<file path="config.mk">
export PLATFORM = sky130hd
export DESIGN_NAME = can_irq_debug_gen
export DESIGN_NICKNAME = d
export VERILOG_FILES = /design/src/rtl/can_debug_pkg.sv /design/src/rtl/can_irq_holdoff.sv /design/src/rtl/can_irq_debug_gen.sv
export SDC_FILE = /design/constraint.sdc
export NUM_CORES = 1
export LEC_CHECK = 0
export ABC_AREA = 1
export CORE_MARGIN = 2
export CORE_UTILIZATION = 30
export DETAILED_ROUTE_END_ITERATION = 10
export PLACE_DENSITY = 0.77
export SETUP_SLACK_MARGIN = 0.1
export SLEW_MARGIN = 20
export SYNTH_ARGS = -nofsm -noshare
export SYNTH_HDL_FRONTEND = slang
export SYNTH_SLANG_ARGS = --single-unit
export TNS_END_PERCENT = 20
</file>
<file path="constraint.sdc">
create_clock -name clock -period 2.2 [get_ports clock]
set_input_delay 0.33 -clock clock [delete_from_list [all_inputs] [get_ports clock]]
set_output_delay 0.33 -clock clock [all_outputs]
set_load 0.05 [all_outputs]
</file>
<file path="src/rtl/can_debug_pkg.sv">
// rtl/can_debug_pkg.sv - shared bit indices and types for the CAN interrupt/debug bundle
package can_debug_pkg;
    localparam int IRQ_SUCTRA = 0;
    localparam int IRQ_SUCREC = 1;
    localparam int IRQ_STATUS = 2;
    localparam int STATEDEB_W = 8;

    typedef logic [2:0] irq_vec_t;
endpackage

</file>
<file path="src/rtl/can_irq_holdoff.sv">
// rtl/can_irq_holdoff.sv - loadable saturating down-counter that masks the interrupt after an acknowledge
module can_irq_holdoff #(
    parameter int HOLDOFF_CYCLES = 4
) (
    input  logic clock,
    input  logic reset,
    input  logic load_i,
    output logic active_d_o
);
    localparam int CW = (HOLDOFF_CYCLES > 0) ? $clog2(HOLDOFF_CYCLES + 1) : 1;
    localparam logic [CW-1:0] LOAD_VAL = CW'(HOLDOFF_CYCLES);

    logic [CW-1:0] cnt_q;
    logic [CW-1:0] cnt_d;

    always_comb begin
        cnt_d = cnt_q;
        if (load_i) begin
            cnt_d = LOAD_VAL;
        end else if (cnt_q != '0) begin
            cnt_d = cnt_q - 1'b1;
        end
    end

    // Next-state view so the interrupt register sees holdoff in the same cycle the load lands.
    assign active_d_o = (cnt_d != '0);

    always_ff @(posedge clock or posedge reset) begin
        if (reset) begin
            cnt_q <= '0;
        end else begin
            cnt_q <= cnt_d;
        end
    end
endmodule

</file>
<file path="src/rtl/can_irq_debug_gen.sv">
// rtl/can_irq_debug_gen.sv - sticky CAN event flags, masked interrupt with holdoff, debug copies; option CAN_IRQ_OVERRUN_CNT_EN
module can_irq_debug_gen
    import can_debug_pkg::*;
#(
    parameter int       HOLDOFF_CYCLES = 4,
    parameter logic [2:0] IRQ_EN_RST   = 3'b000,
    parameter int       OVR_W          = 4
) (
    input  logic                  clock,
    input  logic                  reset,
    input  logic                  evt_suctra,
    input  logic                  evt_sucrec,
    input  logic                  evt_status,
    input  logic [STATEDEB_W-1:0] ctrl_state,
    input  logic [6:0]            bit_cnt,
    input  logic                  prescale_en,
    input  logic                  cfg_we,
    input  logic [2:0]            cfg_wdata,
    input  logic                  ack_valid,
    input  logic [2:0]            ack_bits,
    output logic [2:0]            irq_en,
    output logic                  out_irq,
    output logic                  out_irqstatus,
    output logic                  out_irqsuctra,
    output logic                  out_irqsucrec,
    output logic                  out_Prescale_EN_debug,
    output logic [STATEDEB_W-1:0] out_statedeb,
    output logic [6:0]            out_bitst,
    output logic [3*OVR_W-1:0]    ovr_cnt
);
    irq_vec_t evt;
    irq_vec_t ack_mask;
    irq_vec_t pend_q, pend_d;
    irq_vec_t en_q, en_d;
    logic     irq_q;
    logic     hold_active_d;
    logic                  prescale_q;
    logic [STATEDEB_W-1:0] state_q;
    logic [6:0]            bitst_q;

    always_comb begin
        evt             = '0;
        evt[IRQ_SUCTRA] = evt_suctra;
        evt[IRQ_SUCREC] = evt_sucrec;
        evt[IRQ_STATUS] = evt_status;
    end

    assign ack_mask = ack_valid ? ack_bits : '0;
    // Event has priority over a same-cycle acknowledge of the same bit.
    assign pend_d   = evt | (pend_q & ~ack_mask);
    assign en_d     = cfg_we ? cfg_wdata : en_q;

    can_irq_holdoff #(
        .HOLDOFF_CYCLES (HOLDOFF_CYCLES)
    ) u_holdoff (
        .clock      (clock),
        .reset      (reset),
        .load_i     (ack_valid),
        .active_d_o (hold_active_d)
    );

    always_ff @(posedge clock or posedge reset) begin
        if (reset) begin
            pend_q     <= '0;
            en_q       <= IRQ_EN_RST;
            irq_q      <= 1'b0;
            prescale_q <= 1'b0;
            state_q    <= '0;
            bitst_q    <= '0;
        end else begin
            pend_q     <= pend_d;
            en_q       <= en_d;
            irq_q      <= (|(pend_d & en_d)) & ~hold_active_d;
            prescale_q <= prescale_en;
            state_q    <= ctrl_state;
            bitst_q    <= bit_cnt;
        end
    end

`ifdef CAN_IRQ_OVERRUN_CNT_EN
    logic [OVR_W-1:0] ovr_q [3];

    always_ff @(posedge clock or posedge reset) begin
        if (reset) begin
            for (int i = 0; i < 3; i++) ovr_q[i] <= '0;
        end else begin
            for (int i = 0; i < 3; i++) begin
                if (evt[i] && pend_q[i] && !ack_mask[i]) begin
                    if (ovr_q[i] != '1) ovr_q[i] <= ovr_q[i] + 1'b1;
                end else if (ack_mask[i] && !evt[i]) begin
                    ovr_q[i] <= '0;
                end
            end
        end
    end

    assign ovr_cnt = {ovr_q[IRQ_STATUS], ovr_q[IRQ_SUCREC], ovr_q[IRQ_SUCTRA]};
`else
    assign ovr_cnt = '0;
`endif

    assign irq_en                = en_q;
    assign out_irq               = irq_q;
    assign out_irqsuctra         = pend_q[IRQ_SUCTRA];
    assign out_irqsucrec         = pend_q[IRQ_SUCREC];
    assign out_irqstatus         = pend_q[IRQ_STATUS];
    assign out_Prescale_EN_debug = prescale_q;
    assign out_statedeb          = state_q;
    assign out_bitst             = bitst_q;
endmodule

</file>
==> flow_summary.ini <==
[run_status]
status = finished clean

[finish]
regArea_um2 = 651
fillers = 300
post-route-util_pct = 50.0
multi_input_area_um2 = 219
synthToLayoutAreaGrowth_pct = 58.0
antennaDiodeCount = 0
drive_gt1_share_pct = 7.04
nNetsFinal = 175
final_cell_mix = 51 x clkdlybuf4s50_1, 26 x dfrtp_1, 21 x nand2_1, 12 x inv_1, 12 x conb_1
final_common_cell = clkdlybuf4s50_1

[sta]
final-hold-violation-count = 0
fin_skew_ps = 0.874
rsz0062_at_grt = no
tightest_slew_ps = 519
relSlewSlack_pct = 65.3
fmax_ghz = 0.551
period_share_pct = 82.6
final-max-slew-violation-count = 0
tns_ps = 0
setup_viol = 0
post-route-min-period_ps = 1820

[clock_network]
clkTransAtPathRegs_ps = 120
cts_setup_buffers = 0
cts_sinks = 26
cts_hold_buffers = 0
clk_latency_ps = 300
htreeDepth = 1
cts_resized = 0
cts_buffers = 3
clock_path_buffers = 2
cts-root-buf = clkbuf_4
cts_tree = built

[synth]
syn_inst = 87
synth_top_area_share_pct = 67.3
ys_seq_area_share_pct = 67.3
synth_top_area_cell = dfrtp_1
synthDistinctLibCells = 11
synth.cell_area_um2 = 967
synth_seq_cells = 26
synth_area_leaders = dfrtp_1 67%, buf_4 9.3%, nand2_1 8.2%
yosysWarningCount = 0
syn_avg_cell_area_um2 = 11.1

[global_routing]
grt_pass1_vias = 752
grt_use_total_pct = 11.1
grt.overflow.total = 0
antenna_found_initial = 0
grt_max_degree = 27
grt_pass1_wl_um = 3040

[floorplan]
chipWidth_um = 60.8
io_pins = 64
die_y_um = 60.8
die_area_mm2 = 0.00369
floorplan.initialDensity_pct = 31.7
rows = 20
coreArea_mm2 = 0.00305

[critical_path]
crit_cells = 1
reg2reg_depth = 10
crit_type = reg2out
critPathTopFamily = buffers and inverters
r2r_slack_ps = 820
cp-endpoint = irq_en[0]
worst_path_max_delay_cell = clkdlybuf4s50_1
r2r_end = out_irq
cp.required_ps = 1870
cp_max_fo = 2
crit_path_start_kind = flip-flop
endpoint_kind = output pin
r2r-start = u_holdoff.cnt_q[0]
slowest_delay_ps = 810
crit_arrival_ps = 1490
path_cells = clkdlybuf4s50_1
cp-startpoint = irq_en[0]
path_buf_inv = 1

[drt]
drc = 0
drtAntennaViolNets = 0
routedWlPerCell_um = 9.97
dr.pass1.iters = 4
dr_total_vias = 691
viasPerCell = 3.72
drt_iter0_drc = 7
wl_um = 1860

[placement]
place.gp.congestion = 0.772
dpl.hpwl_um = 1560
portBuffers = 51

[power]
peakVddDrop_uv = 379
p_leak_uw = 0.000744
p_per_area_mw_per_mm2 = 760

[worst_hold_path]
hold_path.class = in2async

[job]
drv_cap = 0
==> Yosys cell counts, drive strengths merged <==
master and number:
nand2 25, dfrtp 26, inv 13, ha 3, xor2 1, nand3 1
conb 1, buf 12, nor2 5
==> stage by stage <==
stage / cells / cell area [um^2] / power (uW) / hold WS (ps) / setup slack [ps]
2_1_floorplan: 98 / 1010 / 826 / 361 / 973
3_3_place_gp: 182 / 1490 / 932 / 481 / 747
3_5_place_dp: 182 / 1490 / 952 / 489 / 701
4_1_cts: 186 / 1530 / 1180 / 362 / 356
5_1_grt: 186 / 1530 / 1250 / 363 / 305
6_report: 186 / 1530 / 1160 / 359 / 384
==> power breakdown <==
| group | internal (uW) | leakage, uW | switching (uW) |
|---|---|---|---|
| clock | 101 | 0.0000210 | 123 |
| sequential | 526 | 0.000303 | 20.7 |
| combinational | 140 | 0.000420 | 251 |
==> registers in the layout (all words and copies together) (netlist names) <==
name and count:
out_irq 1, irq_en 3, u_holdoff.cnt_q 3, out_bitst 7, out_statedeb 8, pend_q 3
out_Prescale_EN_debug 1
==> cell families after synthesis <==
| family | after synthesis | share of synthesized area [%] |
|---|---|---|
| buffers and inverters | 25 | 14.4 |
| flip-flops | 26 | 67.3 |
| other | 1 | 0.388 |
| adder cells (fa/ha/maj) | 3 | 3.88 |
| AND/OR/NAND/NOR | 31 | 13.2 |
| XOR/XNOR | 1 | 0.906 |
==> routing by layer <==
metal / GRT usage [%] / wire [um] / vias up / part of all wire [%]
met5: 0 / 0 / - / 0
met4: 2.80 / 0 / 0 / 0
met3: 4.69 / 236 / 0 / 13
met2: 20.7 / 975 / 43 / 53
met1: 11.5 / 643 / 313 / 35
li1: - / - / 335 / -
==> layout make-up <==
cell class | count | area share, %
clock buffers | 4 | 2.38
repair buffers | 52 | 33.9
flip-flops and latches | 26 | 42.6
well taps | 44 | 3.60
inverters | 13 | 3.19
multi-input cells | 47 | 14.3
==> how the worst min path moves through the flow <==
stage	startpoint	to	slack, ps	depth (start not counted)
floorplan	prescale_en	out_Prescale_EN_debug	360	0
global placement	pend_q[1]	pend_q[1]	480	2
detailed placement	irq_en[1]	irq_en[1]	490	2
CTS	reset	out_bitst[3]	360	3
global route	reset	u_holdoff.cnt_q[0]	360	3
finish	reset	out_bitst[3]	360	3
==> worst register-to-register path, stage by stage, from the launching register on <==
cell     delay (ps)
dfrtp_1         410
inv_1            60
ha_1            180
ha_1            190
inv_1            60
nand2_1          50
nand2_1          40
nor2_1          130
nor2_1           70
nand2_1          60
inv_1            30
No activity file was read; power rests on OpenSTA's default activity.
